File: src/rtl/bin_to_bcd_seq.sv
// bin_to_bcd_seq: iterative double-dabble binary-to-BCD converter, one bit per clock.
// Define BIN2BCD_SAT_EN to saturate inputs above 9999 to 9999 and flag ovf.
module bin_to_bcd_seq #(
   parameter int W = 14
) (
   input  logic         clk,
   input  logic         rst,
   input  logic         start,
   input  logic [W-1:0] bin,
   output logic         ready,
   output logic         done_tick,
   output logic [3:0]   bcd3,
   output logic [3:0]   bcd2,
   output logic [3:0]   bcd1,
   output logic [3:0]   bcd0,
   output logic         ovf
);
   localparam int CW = $clog2(W + 1);
   typedef enum logic [1:0] {IDLE, OP, DONE} state_t;
   state_t state, state_n;
   logic [CW-1:0] cnt;
   logic [W-1:0] bin_sh;
   logic [15:0] bcd_w, bcd_adj, bcd_nxt;
   logic last;
   for (genvar i = 0; i < 4; i++) begin : g_adj
      assign bcd_adj[4*i+:4] = bcd_w[4*i+:4] >= 4'd5 ? bcd_w[4*i+:4] + 4'd3 : bcd_w[4*i+:4];
   end
   // thousands carry drops out of the top of the shift
   assign bcd_nxt = {bcd_adj[14:0], bin_sh[W-1]};
   assign last = cnt == CW'(1);
   always_ff @(posedge clk or posedge rst)
      if (rst) state <= IDLE;
      else state <= state_n;
   always_comb begin
      state_n = (state == IDLE && start) ? OP :
                (state == OP && last)    ? DONE :
                (state == DONE)          ? IDLE : state;
   end
   always_comb begin
      ready = state == IDLE;
      done_tick = state == DONE;
   end
`ifdef BIN2BCD_SAT_EN
   logic sat;
   always_ff @(posedge clk or posedge rst)
      if (rst) begin
         sat <= 1'b0;
         ovf <= 1'b0;
      end else if (state == IDLE && start) begin
         sat <= 32'(bin) > 32'd9999;
      end else if (state == OP && last) begin
         ovf <= sat;
      end
`else
   logic [15:0] unused_sat;
   assign unused_sat = 16'h0;
   assign ovf = 1'b0;
`endif
   always_ff @(posedge clk or posedge rst)
      if (rst) begin
         bin_sh <= '0;
         bcd_w <= '0;
         cnt <= '0;
         {bcd3, bcd2, bcd1, bcd0} <= '0;
      end else if (state == IDLE && start) begin
         bin_sh <= bin;
         bcd_w <= '0;
         cnt <= CW'(W);
      end else if (state == OP) begin
         bin_sh <= bin_sh << 1;
         bcd_w <= bcd_nxt;
         cnt <= cnt - CW'(1);
`ifdef BIN2BCD_SAT_EN
         if (last) {bcd3, bcd2, bcd1, bcd0} <= sat ? 16'h9999 : bcd_nxt;
`else
         if (last) {bcd3, bcd2, bcd1, bcd0} <= bcd_nxt;
`endif
      end
endmodule

File: config.mk
export PLATFORM = sky130hd
export DESIGN_NAME = bin_to_bcd_seq
export DESIGN_NICKNAME = d
export VERILOG_FILES = /design/src/rtl/bin_to_bcd_seq.sv
export SDC_FILE = /design/constraint.sdc
export NUM_CORES = 1
export LEC_CHECK = 0
export CORE_ASPECT_RATIO = 0.8
export CORE_UTILIZATION = 52
export DETAILED_ROUTE_END_ITERATION = 10
export HOLD_SLACK_MARGIN = 0.03
export PLACE_DENSITY = 0.84
export SLEW_MARGIN = 20
export SYNTH_ARGS = -nofsm -noshare
export SYNTH_HDL_FRONTEND = slang
export SYNTH_SLANG_ARGS = --single-unit
File: constraint.sdc
create_clock -name clk -period 2.2 [get_ports clk]
set_input_delay 0.22 -clock clk [delete_from_list [all_inputs] [get_ports clk]]
set_output_delay 0.22 -clock clk [all_outputs]
set_load 0.005 [all_outputs]
==> results of run 1 <==
cell families after synthesis:
family,count (synthesis),share of synthesized area
adders and majority gates,10,0.05063
AOI/OAI and AO/OA,64,0.1458
DFF,52,0.5266
xor gates and xnor gates,5,0.01772
muxes,5,0.02278
and+or+nand+nor,94,0.1879
other,1,0.001518
buffers and inverters,23,0.04709
layout by cell type, fill, tap and decap left out, types with 4 or more instances in the layout:
cell type / Yosys / layout
nand2_1: 54 / 54
dfrtp_1: 52 / 52
clkdlybuf4s50_1: 0 / 34
o21ai_1: 26 / 26
nand3_1: 15 / 15
a22oi_1: 13 / 13
a21oi_1: 12 / 12
inv_1: 11 / 10
o21ai_0: 10 / 10
ha_1: 10 / 10
nor3b_1: 8 / 8
nand2b_1: 5 / 5
xnor2_1: 5 / 5
clkbuf_8: 0 / 5
mux2_2: 4 / 4
nor3_1: 4 / 4
buf_4: 4 / 4
where the power goes:
part	switching (W)	total [W]	leakage, nW	internal [W]
registers	0.000334	0.00172	0.648	0.00139
logic	0.00105	0.00200	0.639	0.000952
clock network	0.000314	0.000652	0.0552	0.000338
worst max-delay path, cell delays in order, from the launching register on:
cell and delay [ns]:
dfrtp_1 0.42, inv_1 0.10, ha_1 0.14, nor3b_1 0.33
nand2_2 0.29, buf_4 0.28, nand2_1 0.09, o21ai_1 0.06
sequential cells by signal, summed over array words and instances, names as in the netlist:
name and count:
bcd_w 16, cnt 4, bcd2 4, state 2, bcd3 4, bcd0 4
bin_sh 14, bcd1 4
layer usage:
| metal | track usage | share of wire | vias up |
|---|---|---|---|
| met5 | 0 | 0 | - |
| met4 | 0.07273 | 0.014 | 0 |
| met3 | 0.05942 | 0.040 | 8 |
| met2 | 0.3772 | 0.49 | 39 |
| met1 | 0.2637 | 0.45 | 907 |
| li1 | - | - | 941 |
per-stage QoR:
stage               hold slack, ns  cells  setup WS, ns  utilization
finish                      0.2623    349        0.3740       0.6498
global route                0.3264    349        0.1563       0.6498
CTS                         0.2752    349        0.3717       0.6498
detailed placement          0.4638    341        0.4180       0.6262
global placement            0.4587    341        0.5120       0.6262
floorplan                   0.3425    254        0.6713            -
area by class of cell:
class,count,area (sq um)
clock inverter,2,35.03
clock buffer,6,72.57
multi-input combinational,179,1054
sequential,52,1301
timing repair buffer,39,390.4
inverter,11,41.29
tap,60,75.07
fill,389,1600
path summary, 6_finish.rpt:
check | start | end | depth (start not counted)
setup / recovery | cnt[1] | bcd0[3] | 7
hold / removal | rst | bin_sh[10] | 2
setup reg to reg | cnt[1] | bcd0[3] | 7
hold reg to reg | bin_sh[9] | bin_sh[9] | 2
max in group asynchronous | rst | bcd_w[7] | 3
min in group clk | bin[0] | bin_sh[0] | 3
Yosys cell counts:
cell type | number | area, sq um
nand2_1 | 54 | 202.7
nor2_4 | 1 | 11.26
buf_4 | 4 | 30.03
ha_1 | 10 | 125.1
o31ai_1 | 1 | 7.510
nand2_2 | 1 | 6.260
xnor2_1 | 5 | 43.79
and2b_4 | 1 | 10.01
conb_1 | 1 | 3.750
nand3_1 | 15 | 75.07
clkbuf_1 | 1 | 3.750
o211ai_1 | 1 | 7.510
nand2b_1 | 5 | 31.28
o21a_1 | 1 | 7.510
o21ai_1 | 26 | 130.1
nor3b_4 | 1 | 18.77
mux2_2 | 4 | 45.04
dfrtp_1 | 52 | 1301
a21oi_1 | 12 | 60.06
buf_2 | 6 | 30.03
a22oi_1 | 13 | 97.59
nor2b_1 | 1 | 6.260
buf_6 | 1 | 11.26
nor3b_1 | 8 | 60.06
o21ai_0 | 10 | 50.05
nor3_1 | 4 | 20.02
mux2_1 | 1 | 11.26
and3_1 | 1 | 6.260
nor4_2 | 1 | 12.51
nor2_1 | 1 | 3.750
inv_1 | 11 | 41.29
==> metrics list, run 1 <==
* Post-route standard cell area excluding fillers: 2969 sq um
- Antenna violations before repair: 0
- In this run the cell area measured after placement is 2861 sq um.
- First-pass iteration count of the detailed router: 4
- Pwr Density: 1475 nW/um^2
- Chip width: 79.07 um
- Via count of the first global-routing pass: 1,925
* Post-route total power: 0.004378 W
* Growth of design area from synthesis to finish: 20.15%
- Final setup vio count: 0
* Worst Path Required: 2.40 ns
- Largest net degree at the start of global routing: 30
- Combined global-route utilization of all metal layers: 0.2190
- The number of hold violations in the final report was 0.
* Post-route ant nets: 0
- Die Span Y: 63.66 um
- Final sum of negative setup slack: 0 ns
- In the finished design, the share of the clock period the worst path needs comes to 0.8300.
- TritonCTS created 5 clock buffers.
* Net count after synthesis: 281
- After clock tree synthesis, the setup repair step added 0 buffers.
- The first global-routing pass estimated 8.452 mm of wire.
* Path type of the worst min-delay path: in2async
- CP Capture Type: flop
* Worst setup path category: reg2reg
* Count of pins over their slew limit: 0
- Unique cell type count in the Yosys netlist: 31
* Starting DRC count in detailed routing: 80
- Summed over all cells, the static leakage comes to 1.342 nW.
- In this run, synthesis produced a sequential element count of 52.
- The routed design has 4.858 mm of wire.
- Peak VDD IR: 0.7049 mV
- Core Footprint: 4569 sq um
- Yosys printed 0 warnings.
- Routability Congestion: 0.7459
* Unrepaired setup endpoints after global routing: no
- Data on the critical path arrives at its endpoint at 2.03 ns.
- CTS tree: built
- The average instance in the mapped netlist occupies 9.729 sq um.
* Clock skew after layout: 0.003977 ns
- Share of cells above drive strength 1: 0.07612
- Latest clock arrival within the worst-skew pair: 0.31 ns
- Root buf cell: clkbuf_8
* Post-detailed-route via-to-cell ratio: 5.430
- H-tree levels: 2
- The total overflow left after global routing is 0.
* Share of synthesized area occupied by flip-flops and latches: 0.5266
* Initial core utilization: 0.5408
- In this run the count of I/O pins placed on the die edge is 36.
- Detailed-route via count: 1,895
- Startpoint type of the worst setup path: flop
* Clock transition at the register clock pins on the worst setup and hold paths after CTS: 0.09 ns
* # resized after CTS: 0
* Slew margin rel.: 0.6325
- CTS sink cnt: 52
- Transition at the pin with the smallest max-transition slack: 0.5499 ns
- The tool flagged a number of max-cap violations equal to 0.
* Largest fanout on the critical path: 17
- Gate Count Post-Synth: 254
- Quantity of hold-fixing buffers added after cts: 0
- In this run the core area contains 22 standard-cell rows.
- The floorplan step defined a die boundary enclosing 5034 sq um.
- Status: finished, final reports clean
- For this run, the top clock speed supported by timing is 0.5476 GHz.
- The final layout contains 315 nets.
- DP HPWL: 3.417 mm
- In the final routed layout, each cell accounts on average for 13.92 um.
* Synthesized area: 2471 sq um
- Final routed DRC violation total: 0
- In this run the tool buffered the top-level ports with 34 buffer cells.
- Setup slack of the most critical reg-to-reg path: 0.37 ns
* Final critical path time including I/O delays and setup: 1.826 ns
* Ant diodes: 0
- Max Root-Sink Buffers: 2
(Power assumes the default switching activity.)
==> run 2, diff against run 1 <==
CORE_UTILIZATION = 48   (was 52)
PLACE_DENSITY = 0.82   (was 0.84)
clock period = 1.6 ns   (was 2.2 ns; I/O delays follow)
==> metrics list, run 2 (synthesis results as in run 1) <==
* Chip width: 82.22 um (+4.0%)
- The global-route usage over all layers was 0.2006 (-0.01841).
- The post-route fraction of the period consumed by the critical path came to 0.9527 (+0.1227).
- Core Footprint: 4762 sq um (+4.2%)
* Largest net degree at the start of global routing: 21 (-30%)
- The cell total after placement came to 352 (+3.2%).
* Number of fill cells: 389 (unchanged)
- The largest fanout on the critical path is 4 (-13).
- The worst reg-to-reg setup slack came to 0.08 ns (-0.30 ns).
- Path type of the worst min-delay path: in2async
* Pwr Density: 2005 nW/um^2 (+36%)
* Final critical path time including I/O delays and setup: 1.524 ns (-0.3017 ns)
* Post-placement cell area: 2982 sq um (+4.2%)
* Count of pins over their slew limit: 0 (unchanged)
* Total wire length: 4.871 mm (+0.27%)
- The highest clock rate is 0.6560 GHz (+20%).
* I/O pins: 36 (unchanged)
* Growth of design area from synthesis to finish: 27.44%
- The post-route antenna net violation count is 0 (unchanged).
- Final sum of negative setup slack: 0 ns (unchanged)
* Layout Nets: 331 (+5.1%)
- The number of flip-flops under the largest register name came to 16 (unchanged).
- Registers with the highest flip-flop counts: bcd_w: 16 flops, bin_sh: 14 flops
- First-pass iteration count of the detailed router: 4 (unchanged)
- Leakage: 1.452 nW (+8.3%)
- The final setup violation count was 0 (unchanged).
* Root buf cell: clkbuf_8
* CTS sink cnt: 52 (unchanged)
- The number of global-route vias before repair is 1,845 (-4.2%).
- Post-route total power: 0.006314 W (+44%)
* Status: finished, final reports clean
- Die Outline Area: 5441 sq um (+8.1%)
- The max-cap check violation count is 0 (unchanged).
- Routed WL per cell: 13.38 um (-3.9%)
- The library cell used most frequently in the layout, excluding fill and tap cells, is nand2_1.
* Data arrival time of the worst path: 1.76 ns (-0.27 ns)
- The CTS buffer count came to 5 (unchanged).
- Post-detailed-route via-to-cell ratio: 5.308 (-2.2%)
- The final estimated routing congestion in global placement was 0.7539 (+1.1%).
* CP Capture Type: flop
* FF-to-FF path depth: 5 (-2)
- The number of buffers added on ports is 34 (unchanged).
- Share of cells above drive strength 1: 0.1711 (+0.09493)
- The finished layout cell area was 3149 sq um (+6.1%).
* Final routed DRC violation total: 0 (unchanged)
- The worst setup path is launched from a flop.
- The required arrival time at the worst endpoint was 1.84 ns (-0.56 ns).
- The maximum level of the CTS H-tree is 2 (unchanged).
- Latest clock arrival within the worst-skew pair: 0.31 ns (about the same)
- Antenna violations before repair: 0 (unchanged)
- Worst setup path category: reg2reg
- The clock transition time at the flip-flop clock pins of the worst setup and hold paths came to 0.09 ns (about the same).
- The detailed-placement wirelength estimate was 3.366 mm (-1.5%).
- Starting DRC count in detailed routing: 184 (+130%)
- More flip-flops sit in one register than any other, and that register is bcd_w.
- Ant diodes: 0 (unchanged)
- Peak VDD IR: 1.167 mV (+66%)
- The final hold slack is 0.1594 ns (-0.1029 ns).
* Unrepaired setup endpoints after global routing: no
- Number of rows in the core area: 22 (unchanged)
- The count of vias placed by the detailed router is 1,932 (+2.0%).
- Clock skew after layout: 0.008426 ns (+0.004450 ns)
* Wire length of the first global-routing pass: 8.176 mm (-3.3%)
- Total overflow reported by the global router: 0 (unchanged)
- The number of buffers on the longest clock path came to 2 (unchanged).
- TritonCTS built the clock tree.
- Final Hold Violating Endpoints: 0 (unchanged)
* Die Span Y: 66.18 um (+4.0%)
* Commonest cells after routing, fill and taps aside: 54 x nand2_1, 50 x dfrtp_1, 32 x clkdlybuf4s50_1, 25 x o21ai_1, 17 x buf_4
* Initial core utilization: 0.5189 (-0.02188)
- The number of non-filler instances in the completed layout was 364 (+4.3%).
## run 2: cell type report
class	instances	area (sq um)	share of cell area
clock buffers	6	72.57	0.02304
clock inverters	1	5.005	0.001589
inverters	11	41.29	0.01311
multi-input cells	179	1099	0.3488
flip-flops and latches	52	1304	0.4140
well taps	60	75.07	0.02384
repair buffers	55	553.0	0.1756
## run 2: worst paths after layout
path,to,startpoint
max reg2reg,bcd1[2],bcd_w[4]
max in group asynchronous,state[0],rst
min reg2reg,bin_sh[3],bin_sh[3]
max,bcd1[2],bcd_w[4]
min,bcd3[3],rst
min in group clk,bin_sh[0],bin[0]
## run 2: repair_timing
action,in CTS,in global routing
hold buffers,0,0
pin swaps,0,2
resized for setup,2,17
setup endpoints to repair,2,25
setup buffers,2,3
## run 2: metrics by stage
stage	setup WS, ns	utilization
floorplan	0.07130	-
global placement	0.07695	0.6261
detailed placement	0.02154	0.6261
CTS	0.006444	0.6463
global route	0.002829	0.6613
finish	0.07568	0.6613
## run 2: per-layer routing
metal | up-vias | GRT usage | wire length, um
met5 | - | 0 | 0
met4 | 0 | 0.03947 | 49
met3 | 6 | 0.05379 | 160
met2 | 34 | 0.3223 | 2251
met1 | 930 | 0.2724 | 2409
li1 | 962 | - | -
## run 2: worst max-delay path: stages, from the launching register on
cell,delay [ns]
dfrtp_1,0.42
ha_1,0.21
nand2b_1,0.16
a21oi_2,0.17
mux2_2,0.37
o21ai_1,0.12
## run 2: power breakdown
part / switching, W / leakage, nW / internal [W] / total (W)
logic: 0.00157 / 0.766 / 0.00165 / 0.00323
registers: 0.000461 / 0.646 / 0.00191 / 0.00238
clock network: 0.000414 / 0.0410 / 0.000298 / 0.000712
total: 0.00245 / 1.45 / 0.00387 / 0.00631
==> run 3, diff against run 2 <==
clock period = 1.38 ns   (was 1.6 ns; I/O delays follow)
==> metrics list, run 3 (synthesis results as in run 1) <==
- The number of flip-flops under the largest register name came to 16 (unchanged).
* Met2 layer wire length in the routed design: 3.314 mm (+47%)
- The global-route usage over all layers was 0.2440 (+0.04337).
- Final setup margin: -0.08513 ns (-0.1608 ns)
- The maximum level of the CTS H-tree was 2 (unchanged).
- Counting flops per register, the top entry is bcd_w.
- Sequential standard cell area: 1306 sq um (+0.19%)
* Routability Congestion: 0.8115 (+7.6%)
* Most common cell after layout, fill and taps aside: dfrtp_1
- FF-to-FF path depth: 5 (unchanged)
* Leakage: 1.668 nW (+15%)
- Path type of the worst min-delay path: in2async
- Post-route non-filler standard cell count: 388 (+6.6%)
- The worst setup path is of the reg2reg kind.
* Startpoint type of the worst setup path: flop
- Die Span Y: 66.18 um (unchanged)
* Pwr Density: 2502 nW/um^2 (+25%)
- Clock transition at the register clock pins on the worst setup and hold paths after CTS: 0.09 ns (about the same)
* Layout Nets: 354 (+6.9%)
- Worst reg2reg startpoint: bcd_w[0]
* Worst Path Required: 1.62 ns (-0.22 ns)
- Status: finished with violations
- Destination of the worst register-to-register timing path: bcd_w[2]
- The total clock sinks was 52 (unchanged).
- CTS tree: built
- Total of buffers placed on input and output ports: 34 (unchanged)
- Post-route core utilization: 0.7838 (+0.1224)
- Via count of the first global-routing pass: 2,106 (+14%)
- The slowest stage of the critical path is the dfrtp_1 cell.
- The detail-routed net length per standard cell was 16.69 um (+25%).
- Cell Count Post-Placement: 364 (+3.4%)
- The CTS buffer count was 5 (unchanged).
- The post-route antenna net violation count was 0 (unchanged).
- Share of cells above drive strength 1: 0.4024 (+0.2314)
- The full die area was 5441 sq um (unchanged).
- Routed signal wires occupy layers up through met4.
- The largest registers in the layout are bcd_w: 16 flops, bin_sh: 14 flops.
- Initial core utilization: 0.5189 (unchanged)
- The worst path buffer plus inverter count is 0 (unchanged).
- Wire length of the first global-routing pass: 9.798 mm (+20%)
- Chip width: 82.22 um (unchanged)
- Starting DRC count in detailed routing: 72 (-61%)
- The antenna cell count came to 0 (unchanged).
- The number of placement rows came to 22 (unchanged).
* Clock skew after layout: 0.003314 ns (-0.005112 ns)
* Chain of cells forming the critical path: ha_4 > nand2b_4 > a21oi_4 > mux2_4 > o21ai_1
- The peak supply drop came to 1.522 mV (+30%).
- The number of hold violations in the final report came to 0 (unchanged).
- The remaining global-route overflow came to 0 (unchanged).
* Number of max-cap violations: 0 (unchanged)
* CP Capture Type: flop
* Final sum of negative setup slack: -0.5095 ns (-0.5095 ns)
- Growth of design area from synthesis to finish: 51.04%
- The depth of the critical timing path with buffers and inverters included was 5 (unchanged).
* Core Footprint: 4762 sq um (unchanged)
* Largest fanout on the critical path: 3 (-1)
- Final critical path time including I/O delays and setup: 1.465 ns (-0.05919 ns)
* Max incr delay on CP: 0.45 ns (+0.03 ns)
- The worst reg-to-reg setup slack came to -0.09 ns (-0.16 ns).
- The area occupied by multi-input gates was 1424 sq um (+30%).
- Total wire length: 6.474 mm (+33%)
- The mean number of vias per cell came to 5.454 (+2.7%).
- The worst slack at placement was -0.1338 ns (-0.1554 ns).
- CTS placed an instance of clkbuf_8 at the clock tree root.
- Count of pins over their slew limit: 0 (unchanged)
- The most critical setup path has its endpoint at bcd_w[2].
* Met3 Routed Length: 371 um (+130%)
- Ratio of final minimum period to clock period: 1.062 (+0.1090)
- The final setup violation count was 12 (+12).
- The met1 routed wirelength after detailed routing came to 2.697 mm (+12%).
* Latest clock arrival within the worst-skew pair: 0.31 ns (about the same)
* Largest net degree at the start of global routing: 24 (+14%)
- The final reports fail on setup timing.
* Commonest cells after routing, fill and taps aside: 48 x dfrtp_1, 36 x nand2_1, 32 x clkdlybuf4s50_1, 27 x buf_4, 21 x o21ai_1
* DP HPWL: 3.783 mm (+12%)
- Final routed DRC violation total: 0 (unchanged)
- Quantity of hold-fixing buffers added after cts: 0 (unchanged)
- Detailed-route via count: 2,116 (+9.5%)
- The number of buffers on the longest clock path was 2 (unchanged).
- The critical path starts at bcd_w[0].
* Post-route total power: 0.009340 W (+48%)
- Number of fill cells: 294 (-24%)
- The total I/O pin count came to 36 (unchanged).
- Data arrival time of the worst path: 1.71 ns (-0.05 ns)
- First-pass iteration count of the detailed router: 4 (unchanged)
* Unrepaired setup endpoints after global routing: yes
- The initial antenna violation count was 0 (unchanged).
- Fmax: 0.6825 GHz (+4.0%)
- Among cell families on the critical path, the largest total delay comes from flip-flops.
[run 3: cell types whose count changed in the layout (fill, tap and decap cells not counted), moves of 7 or more]
cell | before | now
nand2_1 | 54 | 36
nand2_2 | 1 | 16
buf_4 | 17 | 27
buf_6 | 0 | 10
o21ai_2 | 2 | 10
ha_1 | 8 | 1
ha_4 | 1 | 8
[run 3: layer usage]
metal | vias up | global-route usage
met2 | 61 | 0.4070
met3 | 10 | 0.06207
met5 | - | 0
li1 | 1010 | -
met4 | 0 | 0.07456
met1 | 1035 | 0.3095
[run 3: through the flow]
stage               hold WS, ns  cell area, sq um
floorplan                0.1931              2577
global placement         0.4592              3191
detailed placement       0.4622              3191
CTS                      0.1527              3452
global route             0.1812              3732
finish                   0.1512              3732
[run 3: report_power, final]
part	total [W]	switching [W]	internal [W]
combinational	0.00553	0.00257	0.00296
clock	0.000897	0.000496	0.000401
sequential	0.00291	0.000684	0.00222
total	0.00934	0.00376	0.00558
[run 3: worst min path at each step]
stage	start	depth (start not counted)	endpoint
finish	rst	2	bcd_w[11]
global route	rst	2	bcd_w[10]
CTS	rst	2	bcd_w[11]
detailed placement	bin_sh[4]	2	bin_sh[4]
global placement	bin_sh[8]	2	bin_sh[8]
floorplan	rst	1	bcd0[0]
[run 3: what timing repair did]
item | in CTS | in global routing
gates cloned | 0 | 1
setup buffers | 9 | 7
setup endpoints to repair | 25 | 51
gates resized for setup | 28 | 58
pin swaps | 5 | 25
[run 3: layout make-up]
type | instances | area share
Clock buffer | 6 | 0.02213
Clock inverter | 2 | 0.002682
Inverter | 11 | 0.01207
Multi-Input combinational cell | 179 | 0.3815
Sequential cell | 52 | 0.3500
Tap cell | 60 | 0.02011
Timing Repair Buffer | 78 | 0.2115
